## config.mk

```make
export PLATFORM = sky130hd
export DESIGN_NAME = sdio_cia_xfer_ctrl_flat
export DESIGN_NICKNAME = d
export VERILOG_FILES = /design/src/rtl/sdio_cia_xfer_ctrl_if.sv /design/src/rtl/sdio_cia_xfer_ctrl.sv /design/src/flat_wrapper.sv
export SDC_FILE = /design/constraint.sdc
export NUM_CORES = 1
export LEC_CHECK = 0
export CAP_MARGIN = 10
export CELL_PAD_IN_SITES_DETAIL_PLACEMENT = 0
export CELL_PAD_IN_SITES_GLOBAL_PLACEMENT = 1
export CORE_AREA = 2 2 103 80
export CTS_CLUSTER_SIZE = 12
export DETAILED_ROUTE_END_ITERATION = 8
export DIE_AREA = 0 0 105 82
export DONT_BUFFER_PORTS = 1
export PLACE_DENSITY_LB_ADDON = 0.3
export SLEW_MARGIN = 20
export SYNTH_ARGS = -nofsm -noshare
export SYNTH_HDL_FRONTEND = slang
export SYNTH_SLANG_ARGS = --single-unit
```

## constraint.sdc

```tcl
create_clock -name clk -period 3.1 [get_ports clk]
set_clock_uncertainty 0.05 [all_clocks]
set_input_delay 0.775 -clock clk [delete_from_list [all_inputs] [get_ports clk]]
set_output_delay 0.775 -clock clk [all_outputs]
set_load 0.005 [all_outputs]
```

## src/rtl/sdio_cia_xfer_ctrl_if.sv

```systemverilog
// Bundle of request, upstream byte stream and CIA target handshake signals
// for sdio_cia_xfer_ctrl. Signal names keep the bridge's point of view:
// i_* are driven into the bridge, o_* are driven by it.
//   slave  : the transfer controller itself
//   master : whatever sits around it (command layer plus register target)
interface sdio_cia_xfer_ctrl_if;

    // request from the command layer
    logic        i_cmd_stb;
    logic        i_write_flag;
    logic        i_inc_addr;
    logic [17:0] i_address;
    logic [17:0] i_data_count;
    logic        i_abort;

    // upstream write byte stream
    logic        i_wr_stb;
    logic [7:0]  i_wr_data;
    logic        o_wr_ready;

    // upstream read byte stream
    logic        o_rd_valid;
    logic [7:0]  o_rd_data;
    logic        i_rd_ready;

    // status
    logic        o_busy;
    logic        o_done;
    logic        o_error;

    // CIA register target side
    logic        o_activate;
    logic        o_write_flag;
    logic        o_inc_addr;
    logic [17:0] o_address;
    logic [17:0] o_data_count;
    logic        o_target_ready;
    logic        i_target_ready;
    logic        i_target_finished;
    logic        o_data_stb;
    logic [7:0]  o_data;
    logic        i_data_stb;
    logic [7:0]  i_data;

    modport slave (
        input  i_cmd_stb, i_write_flag, i_inc_addr, i_address, i_data_count, i_abort,
        input  i_wr_stb, i_wr_data,
        output o_wr_ready,
        output o_rd_valid, o_rd_data,
        input  i_rd_ready,
        output o_busy, o_done, o_error,
        output o_activate, o_write_flag, o_inc_addr, o_address, o_data_count,
        output o_target_ready,
        input  i_target_ready, i_target_finished,
        output o_data_stb, o_data,
        input  i_data_stb, i_data
    );

    modport master (
        output i_cmd_stb, i_write_flag, i_inc_addr, i_address, i_data_count, i_abort,
        output i_wr_stb, i_wr_data,
        input  o_wr_ready,
        input  o_rd_valid, o_rd_data,
        output i_rd_ready,
        input  o_busy, o_done, o_error,
        input  o_activate, o_write_flag, o_inc_addr, o_address, o_data_count,
        input  o_target_ready,
        output i_target_ready, i_target_finished,
        input  o_data_stb, o_data,
        output i_data_stb, i_data
    );

endinterface

```

## src/rtl/sdio_cia_xfer_ctrl.sv

```systemverilog
// Byte-transfer sequencer between the SDIO command/data layer and one CIA
// register target (CIS, CCCR or FBR). A CMD52/CMD53 request is latched in
// IDLE, then bytes move one at a time through a one-entry write buffer
// (upstream -> target) or a one-entry read buffer (target -> upstream)
// while the remaining count and current address are tracked.
//
// Optional feature: define SDIO_CIA_TIMEOUT_EN to build a progress watchdog
// that aborts the transfer and raises o_error after TIMEOUT_CYCLES cycles
// without a byte moving or the state changing. Without the macro o_error
// is constant 0 and TIMEOUT_CYCLES has no effect.
//
// state    | meaning
// ---------+-----------------------------------------------------------
// IDLE     | waiting for i_cmd_stb
// ACTIVATE | first cycle of o_activate, target sees the latched request
// XFER     | bytes moving; ends when the count runs out or target finishes
// WAIT_FIN | all bytes moved, waiting for i_target_finished
// DONE     | one-cycle o_done pulse
module sdio_cia_xfer_ctrl #(
    parameter int TIMEOUT_CYCLES = 1024
) (
    input  logic                 clk,
    input  logic                 rst,
    sdio_cia_xfer_ctrl_if.slave  bus
);

    typedef enum logic [2:0] {
        ST_IDLE     = 3'd0,
        ST_ACTIVATE = 3'd1,
        ST_XFER     = 3'd2,
        ST_WAIT_FIN = 3'd3,
        ST_DONE     = 3'd4
    } state_t;

    state_t      state;
    state_t      state_next_nom;
    state_t      state_next;

    logic        write_flag_q;
    logic        inc_addr_q;
    logic [17:0] address_q;
    logic [17:0] data_count_q;
    logic [17:0] remaining;
    logic [17:0] req_count;

    logic        wr_full;
    logic [7:0]  wr_buf;
    logic        rd_valid;
    logic [7:0]  rd_data;

    logic        cmd_accept;
    logic        in_xfer;
    logic        wr_ready_int;
    logic        tgt_ready_int;
    logic        wr_cap;
    logic        wr_push;
    logic        rd_load;
    logic        byte_evt;
    logic        last_byte;
    logic        timeout_hit;
    logic        abort_evt;

    // A zero byte count is the SDIO encoding for a full 512-byte block.
    assign req_count     = (bus.i_data_count == 18'd0) ? 18'd512 : bus.i_data_count;

    assign cmd_accept    = (state == ST_IDLE) && bus.i_cmd_stb;
    assign in_xfer       = (state == ST_XFER);

    // Handshake terms. A user abort blocks every byte movement in its cycle.
    assign wr_ready_int  = in_xfer && write_flag_q && !wr_full;
    assign tgt_ready_int = in_xfer && !write_flag_q && (!rd_valid || bus.i_rd_ready);
    assign wr_cap        = wr_ready_int && bus.i_wr_stb && !bus.i_abort;
    assign wr_push       = in_xfer && write_flag_q && wr_full && bus.i_target_ready && !bus.i_abort;
    assign rd_load       = tgt_ready_int && bus.i_data_stb && !bus.i_abort;
    assign byte_evt      = wr_push || rd_load;
    assign last_byte     = byte_evt && (remaining == 18'd1);

    assign abort_evt     = (state != ST_IDLE) && (bus.i_abort || timeout_hit);

    // State register.
    always_ff @(posedge clk) begin
        if (!rst) begin
            state <= ST_IDLE;
        end else begin
            state <= state_next;
        end
    end

    // Next state ignoring the watchdog; the watchdog decides on this value,
    // so the timeout override is applied separately below.
    always_comb begin
        state_next_nom = state;
        case (state)
            ST_IDLE: begin
                if (bus.i_cmd_stb) begin
                    state_next_nom = ST_ACTIVATE;
                end
            end
            ST_ACTIVATE: begin
                state_next_nom = ST_XFER;
            end
            ST_XFER: begin
                if (bus.i_target_finished) begin
                    state_next_nom = ST_DONE;
                end else if (last_byte) begin
                    state_next_nom = ST_WAIT_FIN;
                end
            end
            ST_WAIT_FIN: begin
                if (bus.i_target_finished) begin
                    state_next_nom = ST_DONE;
                end
            end
            ST_DONE: begin
                state_next_nom = ST_IDLE;
            end
            default: begin
                state_next_nom = ST_IDLE;
            end
        endcase
        if ((state != ST_IDLE) && bus.i_abort) begin
            state_next_nom = ST_IDLE;
        end
    end

    assign state_next = timeout_hit ? ST_IDLE : state_next_nom;

    // State-decoded outputs and target/upstream handshakes.
    always_comb begin
        bus.o_busy         = (state != ST_IDLE);
        bus.o_activate     = 1'b0;
        bus.o_done         = 1'b0;
        bus.o_wr_ready     = wr_ready_int;
        bus.o_target_ready = tgt_ready_int;
        bus.o_data_stb     = wr_push;
        case (state)
            ST_ACTIVATE, ST_XFER, ST_WAIT_FIN: bus.o_activate = 1'b1;
            // the watchdog never runs in DONE, so only a user abort suppresses the pulse
            ST_DONE:                           bus.o_done     = !bus.i_abort;
            default:                           bus.o_activate = 1'b0;
        endcase
    end

    // Request latch plus per-byte count and address tracking.
    always_ff @(posedge clk) begin
        if (!rst) begin
            write_flag_q <= 1'b0;
            inc_addr_q   <= 1'b0;
            address_q    <= 18'd0;
            data_count_q <= 18'd0;
            remaining    <= 18'd0;
        end else if (cmd_accept) begin
            write_flag_q <= bus.i_write_flag;
            inc_addr_q   <= bus.i_inc_addr;
            address_q    <= bus.i_address;
            data_count_q <= req_count;
            remaining    <= req_count;
        end else if (byte_evt) begin
            remaining <= remaining - 18'd1;
            if (inc_addr_q) begin
                address_q <= address_q + 18'd1;
            end
        end
    end

    // One-entry write buffer: filled from upstream, drained by o_data_stb.
    always_ff @(posedge clk) begin
        if (!rst) begin
            wr_full <= 1'b0;
            wr_buf  <= 8'h00;
        end else if (abort_evt) begin
            wr_full <= 1'b0;
        end else if (wr_cap) begin
            wr_full <= 1'b1;
            wr_buf  <= bus.i_wr_data;
        end else if (wr_push) begin
            wr_full <= 1'b0;
        end
    end

    // One-entry read buffer: a load in the same cycle as an accept keeps it valid,
    // and a pending byte survives into DONE/IDLE until upstream takes it.
    always_ff @(posedge clk) begin
        if (!rst) begin
            rd_valid <= 1'b0;
            rd_data  <= 8'h00;
        end else if (abort_evt) begin
            rd_valid <= 1'b0;
        end else if (rd_load) begin
            rd_valid <= 1'b1;
            rd_data  <= bus.i_data;
        end else if (bus.i_rd_ready) begin
            rd_valid <= 1'b0;
        end
    end

    assign bus.o_write_flag = write_flag_q;
    assign bus.o_inc_addr   = inc_addr_q;
    assign bus.o_address    = address_q;
    assign bus.o_data_count = data_count_q;
    assign bus.o_data       = wr_buf;
    assign bus.o_rd_valid   = rd_valid;
    assign bus.o_rd_data    = rd_data;

`ifdef SDIO_CIA_TIMEOUT_EN
    localparam int WD_W = $clog2(TIMEOUT_CYCLES + 1);
    localparam logic [WD_W-1:0] WD_LOAD = WD_W'(TIMEOUT_CYCLES - 1);

    logic [WD_W-1:0] wd_cnt;
    logic            wd_active;
    logic            progress;
    logic            error_q;

    assign wd_active   = (state == ST_ACTIVATE) || (state == ST_XFER) || (state == ST_WAIT_FIN);
    assign progress    = byte_evt || (state_next_nom != state);
    // Terminal count reached on a cycle that again shows no progress.
    assign timeout_hit = wd_active && !progress && (wd_cnt == '0);

    // Progress watchdog: down-counter reloaded on any byte or state change.
    always_ff @(posedge clk) begin
        if (!rst) begin
            wd_cnt <= WD_LOAD;
        end else if (!wd_active || progress) begin
            wd_cnt <= WD_LOAD;
        end else if (wd_cnt != '0) begin
            wd_cnt <= wd_cnt - 1'b1;
        end
    end

    // Sticky timeout flag, cleared when the next request is accepted.
    always_ff @(posedge clk) begin
        if (!rst) begin
            error_q <= 1'b0;
        end else if (cmd_accept) begin
            error_q <= 1'b0;
        end else if (timeout_hit) begin
            error_q <= 1'b1;
        end
    end

    assign bus.o_error = error_q;
`else
    // TIMEOUT_CYCLES only matters when the watchdog is built.
    logic unused_cfg;
    assign unused_cfg  = ^TIMEOUT_CYCLES;
    assign timeout_hit = 1'b0;
    assign bus.o_error = 1'b0;
`endif

endmodule

```

## src/flat_wrapper.sv

```systemverilog
// flat-port wrapper written by rule: the top's interface ports become plain ports
module sdio_cia_xfer_ctrl_flat 
#(
    parameter int TIMEOUT_CYCLES = 1024
)
  (clk, rst, bus_i_cmd_stb, bus_i_write_flag, bus_i_inc_addr, bus_i_address, bus_i_data_count, bus_i_abort, bus_i_wr_stb, bus_i_wr_data, bus_o_wr_ready, bus_o_rd_valid, bus_o_rd_data, bus_i_rd_ready, bus_o_busy, bus_o_done, bus_o_error, bus_o_activate, bus_o_write_flag, bus_o_inc_addr, bus_o_address, bus_o_data_count, bus_o_target_ready, bus_i_target_ready, bus_i_target_finished, bus_o_data_stb, bus_o_data, bus_i_data_stb, bus_i_data);
  sdio_cia_xfer_ctrl_if bus_i ();
  input  logic clk;
  input  logic rst;
  input wire logic [$bits(bus_i.i_cmd_stb)-1:0] bus_i_cmd_stb;
  input wire logic [$bits(bus_i.i_write_flag)-1:0] bus_i_write_flag;
  input wire logic [$bits(bus_i.i_inc_addr)-1:0] bus_i_inc_addr;
  input wire logic [$bits(bus_i.i_address)-1:0] bus_i_address;
  input wire logic [$bits(bus_i.i_data_count)-1:0] bus_i_data_count;
  input wire logic [$bits(bus_i.i_abort)-1:0] bus_i_abort;
  input wire logic [$bits(bus_i.i_wr_stb)-1:0] bus_i_wr_stb;
  input wire logic [$bits(bus_i.i_wr_data)-1:0] bus_i_wr_data;
  output wire logic [$bits(bus_i.o_wr_ready)-1:0] bus_o_wr_ready;
  output wire logic [$bits(bus_i.o_rd_valid)-1:0] bus_o_rd_valid;
  output wire logic [$bits(bus_i.o_rd_data)-1:0] bus_o_rd_data;
  input wire logic [$bits(bus_i.i_rd_ready)-1:0] bus_i_rd_ready;
  output wire logic [$bits(bus_i.o_busy)-1:0] bus_o_busy;
  output wire logic [$bits(bus_i.o_done)-1:0] bus_o_done;
  output wire logic [$bits(bus_i.o_error)-1:0] bus_o_error;
  output wire logic [$bits(bus_i.o_activate)-1:0] bus_o_activate;
  output wire logic [$bits(bus_i.o_write_flag)-1:0] bus_o_write_flag;
  output wire logic [$bits(bus_i.o_inc_addr)-1:0] bus_o_inc_addr;
  output wire logic [$bits(bus_i.o_address)-1:0] bus_o_address;
  output wire logic [$bits(bus_i.o_data_count)-1:0] bus_o_data_count;
  output wire logic [$bits(bus_i.o_target_ready)-1:0] bus_o_target_ready;
  input wire logic [$bits(bus_i.i_target_ready)-1:0] bus_i_target_ready;
  input wire logic [$bits(bus_i.i_target_finished)-1:0] bus_i_target_finished;
  output wire logic [$bits(bus_i.o_data_stb)-1:0] bus_o_data_stb;
  output wire logic [$bits(bus_i.o_data)-1:0] bus_o_data;
  input wire logic [$bits(bus_i.i_data_stb)-1:0] bus_i_data_stb;
  input wire logic [$bits(bus_i.i_data)-1:0] bus_i_data;
  assign bus_i.i_cmd_stb = bus_i_cmd_stb;
  assign bus_i.i_write_flag = bus_i_write_flag;
  assign bus_i.i_inc_addr = bus_i_inc_addr;
  assign bus_i.i_address = bus_i_address;
  assign bus_i.i_data_count = bus_i_data_count;
  assign bus_i.i_abort = bus_i_abort;
  assign bus_i.i_wr_stb = bus_i_wr_stb;
  assign bus_i.i_wr_data = bus_i_wr_data;
  assign bus_o_wr_ready = bus_i.o_wr_ready;
  assign bus_o_rd_valid = bus_i.o_rd_valid;
  assign bus_o_rd_data = bus_i.o_rd_data;
  assign bus_i.i_rd_ready = bus_i_rd_ready;
  assign bus_o_busy = bus_i.o_busy;
  assign bus_o_done = bus_i.o_done;
  assign bus_o_error = bus_i.o_error;
  assign bus_o_activate = bus_i.o_activate;
  assign bus_o_write_flag = bus_i.o_write_flag;
  assign bus_o_inc_addr = bus_i.o_inc_addr;
  assign bus_o_address = bus_i.o_address;
  assign bus_o_data_count = bus_i.o_data_count;
  assign bus_o_target_ready = bus_i.o_target_ready;
  assign bus_i.i_target_ready = bus_i_target_ready;
  assign bus_i.i_target_finished = bus_i_target_finished;
  assign bus_o_data_stb = bus_i.o_data_stb;
  assign bus_o_data = bus_i.o_data;
  assign bus_i.i_data_stb = bus_i_data_stb;
  assign bus_i.i_data = bus_i_data;
  sdio_cia_xfer_ctrl #(.TIMEOUT_CYCLES(TIMEOUT_CYCLES)) u_core (.clk(clk), .rst(rst), .bus(bus_i));
endmodule
```

# ---- Word level (Yosys, flattened, before mapping)
# Index checks and enable logic that the tools add are counted.
dict set report classes {
  add_sub_neg 2
  eq_ne 8
  muxes 17
  bitwise_logic 2
  n_reduce_logical 33
}
# cell n
set ops {}
lappend ops {{2-to-1 mux 18 bit} 6}
lappend ops {{adder 18 x 1 -> 18 bit, second input constant} 1}
lappend ops {{equality test 18 x 1 -> 1 bit, second input constant} 1}
lappend ops {{logical NOT 18 bit} 1}
lappend ops {{subtractor 18 x 1 -> 18 bit, second input constant} 1}
lappend ops {{logical AND 1 bit} 14}
lappend ops {{2-to-1 mux 3 bit} 4}
lappend ops {{case mux 3 bit (4 select lines)} 1}
lappend ops {{nonzero test 2 bit} 4}
lappend ops {{equality test 3 x 2 -> 1 bit, second input constant} 2}
lappend ops {{2-to-1 mux 1 bit} 6}
lappend ops {{AND reduction 2 bit} 3}
lappend ops {{logical NOT 1 bit} 4}
lappend ops {{inequality test 2 bit, second input constant} 2}
lappend ops {{equality test 3 x 1 -> 1 bit, second input constant} 1}
lappend ops {{equality test 3 bit, second input constant} 1}
lappend ops {{logical NOT 3 bit} 1}
lappend ops {{inequality test 3 bit, second input constant} 1}
lappend ops {{AND reduction 3 bit} 1}
lappend ops {{nonzero test 3 bit} 1}
lappend ops {{OR reduction 3 bit} 1}
lappend ops {{logical OR 1 bit} 2}
lappend ops {{NOT 1 bit} 2}
lappend ops {{OR reduction 2 bit} 1}
dict set report word_totals {
  ff_bits 77
  input_bits 63
  out_inout_bits 62
  wordCells 72
}

# ---- Logic depth before layout (Yosys ltp)
dict set report depth {
  depth_word 10
  mapped_depth 7
  mapped_depth_nobuf 7
}

# ---- Worst setup path before layout
# OpenSTA, ideal clock, no wires.
dict set report synth_path {
  path_kind {input-to-output}
  startpoint {input bus_i_abort}
  endpoint {output bus_o_done}
  t_arrival_ns 1.423
  required_time_ns 2.275
  path_slack_ns 0.852
  stages 3
  path_buffers 1
  cell_sequence {clkbuf_1 > inv_1 > and3_1}
}
dict set report synth_between {
  elab_chain_len 2
}
# element line
set synth_lines {}
lappend synth_lines {{start, declared} flat_wrapper.sv:15} ;# input wire logic [$bits(bus_i.i_abort)-1:0] bus_i_abort;
lappend synth_lines {{logical NOT 1 bit} sdio_cia_xfer_ctrl.sv:139} ;# ST_DONE: bus.o_done = !bus.i_abort;
lappend synth_lines {{2-to-1 mux 1 bit} sdio_cia_xfer_ctrl.sv:136} ;# case (state)
lappend synth_lines {{end, declared} flat_wrapper.sv:23} ;# output wire logic [$bits(bus_i.o_done)-1:0] bus_o_done;
# Every way passes these cells.

# ---- Worst setup path after layout
dict set report layout_path {
  startpoint {register u_core.state[1]}
  endpoint {output bus_o_data_stb}
}
dict set report layout_between {
  elab_chain_len 5
}
# element line
set layout_lines {}
lappend layout_lines {{start, declared} sdio_cia_xfer_ctrl.sv:35} ;# state_t state;
lappend layout_lines {{start signal, assigned} sdio_cia_xfer_ctrl.sv:85} ;# state <= state_next;
lappend layout_lines {{equality test 3 x 2 -> 1 bit} sdio_cia_xfer_ctrl.sv:67} ;# assign in_xfer = (state == ST_XFER);
lappend layout_lines {{logical AND 1 bit (4 in series)} sdio_cia_xfer_ctrl.sv:73} ;# assign wr_push = in_xfer && write_flag_q && wr_full && bus.i_target_ready && !bus.i_abort;
lappend layout_lines {{end, declared} flat_wrapper.sv:33} ;# output wire logic [$bits(bus_i.o_data_stb)-1:0] bus_o_data_stb;
# Every way passes these cells.

==> results.py <==
metrics = {
    "power_and_ir_drop": {
        "power_density_nw_per_um2": 582,
        "vdd_drop_max_uv": 276,
        "cellLeakagePower_nw": 1.31,
    },
    "timing": {
        "hold_viol": 0,
        "fmaxAchievable_mhz": 375,
        "final.setup.tns_ns": 0,
        "finalWorstSetupSlack_ns": 0.435,
        "fin_crit_sh": 0.860,
        "relSlewSlack": 0.424,
        "tightest_slew_ns": 0.864,
        "setup_viol": 0,
        "finalCriticalPeriod_ns": 2.67,
        "rsz0062_at_grt": "no",
        "finalMaxSlewViolations": 0,
    },
    "global_routing": {
        "grt-ovfl-total": 0,
        "grt_usage": 0.223,
        "antenna_found_initial": 0,
        "first_global_vias": 2865,
        "grt_max_degree": 35,
        "grt_pass1_wl_um": 14800,
    },
    "cells_and_area": {
        "drive_gt1_frac": 0.0771,
        "register_area_um2": 1540,
        "area_delta_synth_final_pct": 8.50,
        "fillers": 773,
        "fin_nets": 489,
        "multi_input_area_um2": 1950,
        "diodes": 0,
        "instances_no_fill": 533,
    },
    "logic_synthesis": {
        "ys_warn_count": 0,
        "synth_edf_count": 0,
        "avgSynthCellArea_um2": 8.42,
        "syn_nets": 496,
        "syn_inst": 430,
        "ys_ff_latch": 77,
        "ys.flop_type": "dfxtp_1",
        "yosys.area.top_type": "dfxtp_1",
        "synth.top_cell.area_share": 0.426,
        "async_reset_ff_frac": 0,
        "ys_types": 45,
        "synth_area_um2": 3620,
        "yosysSeqAreaShare": 0.426,
        "synth_area_leaders": "dfxtp_1 (43%), a21oi_1 (6.4%), nand2_1 (5.7%)",
    },
    "cts": {
        "clk_path_buf_depth": 2,
        "cts_resized": 0,
        "hold_buffers": 0,
        "clock-sinks": 77,
        "root_buffer": "clkbuf_8",
        "cts_htree_levels": 3,
        "numCtsBuffers": 9,
        "post_cts_buffers": 0,
        "insertion_delay_ns": 0.36,
        "cts_tree": "yes",
        "clk_pin_slew_ns": 0.09,
    },
    "setup_path": {
        "start_kind": "flip-flop",
        "critical_path.max_stage_delay_ns": 0.46,
        "critPathKind": "flip-flop to output pin",
        "crit_chain": "nor3b_1 > nand4_1 > nor2_1",
        "startpoint": "u_core.state[1]",
        "endpoint_kind": "output pin",
        "worstReg2RegStart": "u_core.remaining[2]",
        "cp_max_fo": 8,
        "cpMaxStageDelayCell": "nand4_1",
        "crit_arrival_ns": 1.84,
        "worstPathRequired_ns": 2.27,
    },
    "detailed_routing": {
        "wl_per_cell_um": 18.1,
        "drt_first_pass_iters": 5,
        "drtIter0Drc": 172,
        "vias": 3161,
        "drt.antenna.violating_nets": 0,
        "via_per_inst": 5.93,
        "totalWireLength_um": 9660,
        "drc": 0,
    },
    "floorplan": {
        "initial_core_util": 0.474,
        "die_area_um2": 8610,
        "coreArea_um2": 7640,
        "row_count": 28,
        "die_w_um": 105,
        "boundaryPins": 125,
        "die_y_um": 82,
    },
    "placed_design": {
        "place_ws_ns": 0.660,
        "port_buffers": 0,
        "routabilityCongestion": 0.854,
        "dp_hpwl_um": 6970,
        "placedCellCount": 517,
    },
    "flow_run": {
        "max_cap_violations": 0,
    },
    "status": {
        "outcome": "complete, no violations",
    },
    "min_path": {
        "hold_start": "u_core.bus.o_data_count[8]",
        "hp-class": "flip-flop to flip-flop",
    },
}
==> state kept, by name, indices dropped and copies added (netlist names) <==
signal                   cells
u_core.bus.o_address        18
u_core.bus.o_data_count     18
u_core.remaining            18
u_core.bus.o_data            8
u_core.bus.o_rd_data         8
u_core.state                 3
u_core.bus.o_inc_addr        1
u_core.bus.o_rd_valid        1
u_core.bus.o_write_flag      1
u_core.wr_full               1
==> path summary, 6_finish.rpt <==
check | cells past startpoint | to | slack, ns
min reg2reg | 2 | u_core.bus.o_data_count[8] | 0.43
max | 3 | bus_o_data_stb | 0.43
min | 2 | u_core.bus.o_data_count[8] | 0.43
max reg2reg | 4 | u_core.remaining[11] | 0.63
==> cell families after synthesis <==
kind of cell | after synthesis | share of synthesized area
adder cells (fa/ha/maj) | 3 | 0.0104
buffers and inverters | 34 | 0.0387
other | 1 | 0.00104
AO/OA/AOI/OAI | 124 | 0.204
AND/OR/NAND/NOR | 147 | 0.206
flip-flops | 77 | 0.426
multiplexers | 20 | 0.0557
XOR/XNOR | 24 | 0.0581
==> synth_stat cells (all sizes together), types with 2 or more instances <==
library cell  number
o31ai              4
o2111ai            6
nand4b             2
buf                3
nor3b              2
o22ai              2
nor2              33
clkbuf            24
ha                 3
or3                5
o21ai             39
nand4              4
xnor2              6
a211oi             6
nand3              4
nor4               9
nor2b              5
and2               2
nand2             55
o211ai            10
nor4b              4
a31oi              6
and3               5
nor3               8
dfxtp             77
or4                6
a21oi             46
xor2              18
inv                6
mux2i             19
==> layout by cell type (no fill, tap or decap), drive strengths merged, types with 5 or more instances in the layout <==
cell type	netlist	layout
nor2	33	33
o2111ai	6	6
a211oi	6	6
o21ai	39	39
nor3	8	8
xnor2	6	6
mux2i	19	19
nor4	9	9
or3	5	5
dfxtp	77	77
o211ai	10	10
a21oi	46	46
xor2	18	18
buf	3	9
and3	5	5
nand2	55	55
or4	6	6
a31oi	6	6
nor2b	5	5
clkbuf	24	10
inv	6	11
==> where the power goes <==
part / internal, W / leakage (nW) / switching (W) / total, W
clock network: 0.000411 / 0.110 / 0.000421 / 0.000833
registers: 0.00107 / 0.632 / 0.0000947 / 0.00116
logic: 0.000114 / 0.571 / 0.000174 / 0.000287
total: 0.00159 / 1.31 / 0.000690 / 0.00228
==> layer usage <==
layer | global-route usage | up-vias | wire, um
met1 | 0.301 | 1488 | 4540
met5 | 0 | - | 0
met2 | 0.328 | 124 | 4120
met4 | 0.0693 | 0 | 94
li1 | - | 1537 | -
met3 | 0.0857 | 12 | 908
==> area by class of cell <==
class	instances	area share
Timing Repair Buffer	9	0.0172
Clock inverter	6	0.0194
Multi-Input combinational cell	319	0.496
Sequential cell	77	0.392
Tap cell	105	0.0335
Clock buffer	10	0.0350
Inverter	7	0.00669
==> metrics by stage <==
| step | hold slack [ns] | area, um2 | utilization | power (W) |
|---|---|---|---|---|
| after global placement | 0.416 | 3710 | 0.486 | 0.00147 |
| after global routing | 0.454 | 3930 | 0.514 | 0.00239 |
| after CTS | 0.433 | 3930 | 0.514 | 0.00231 |
| final | 0.430 | 3930 | 0.514 | 0.00228 |
| after floorplan | 0.403 | 3620 | - | 0.00139 |
| after detailed placement | 0.420 | 3710 | 0.486 | 0.00147 |
==> critical path: cells and delay by family, from the launching register on <==
kind / cells / cell delay, ns
simple gates: 3 / 1.06
flops: 1 / 0.42
(Power assumes the default switching activity.)
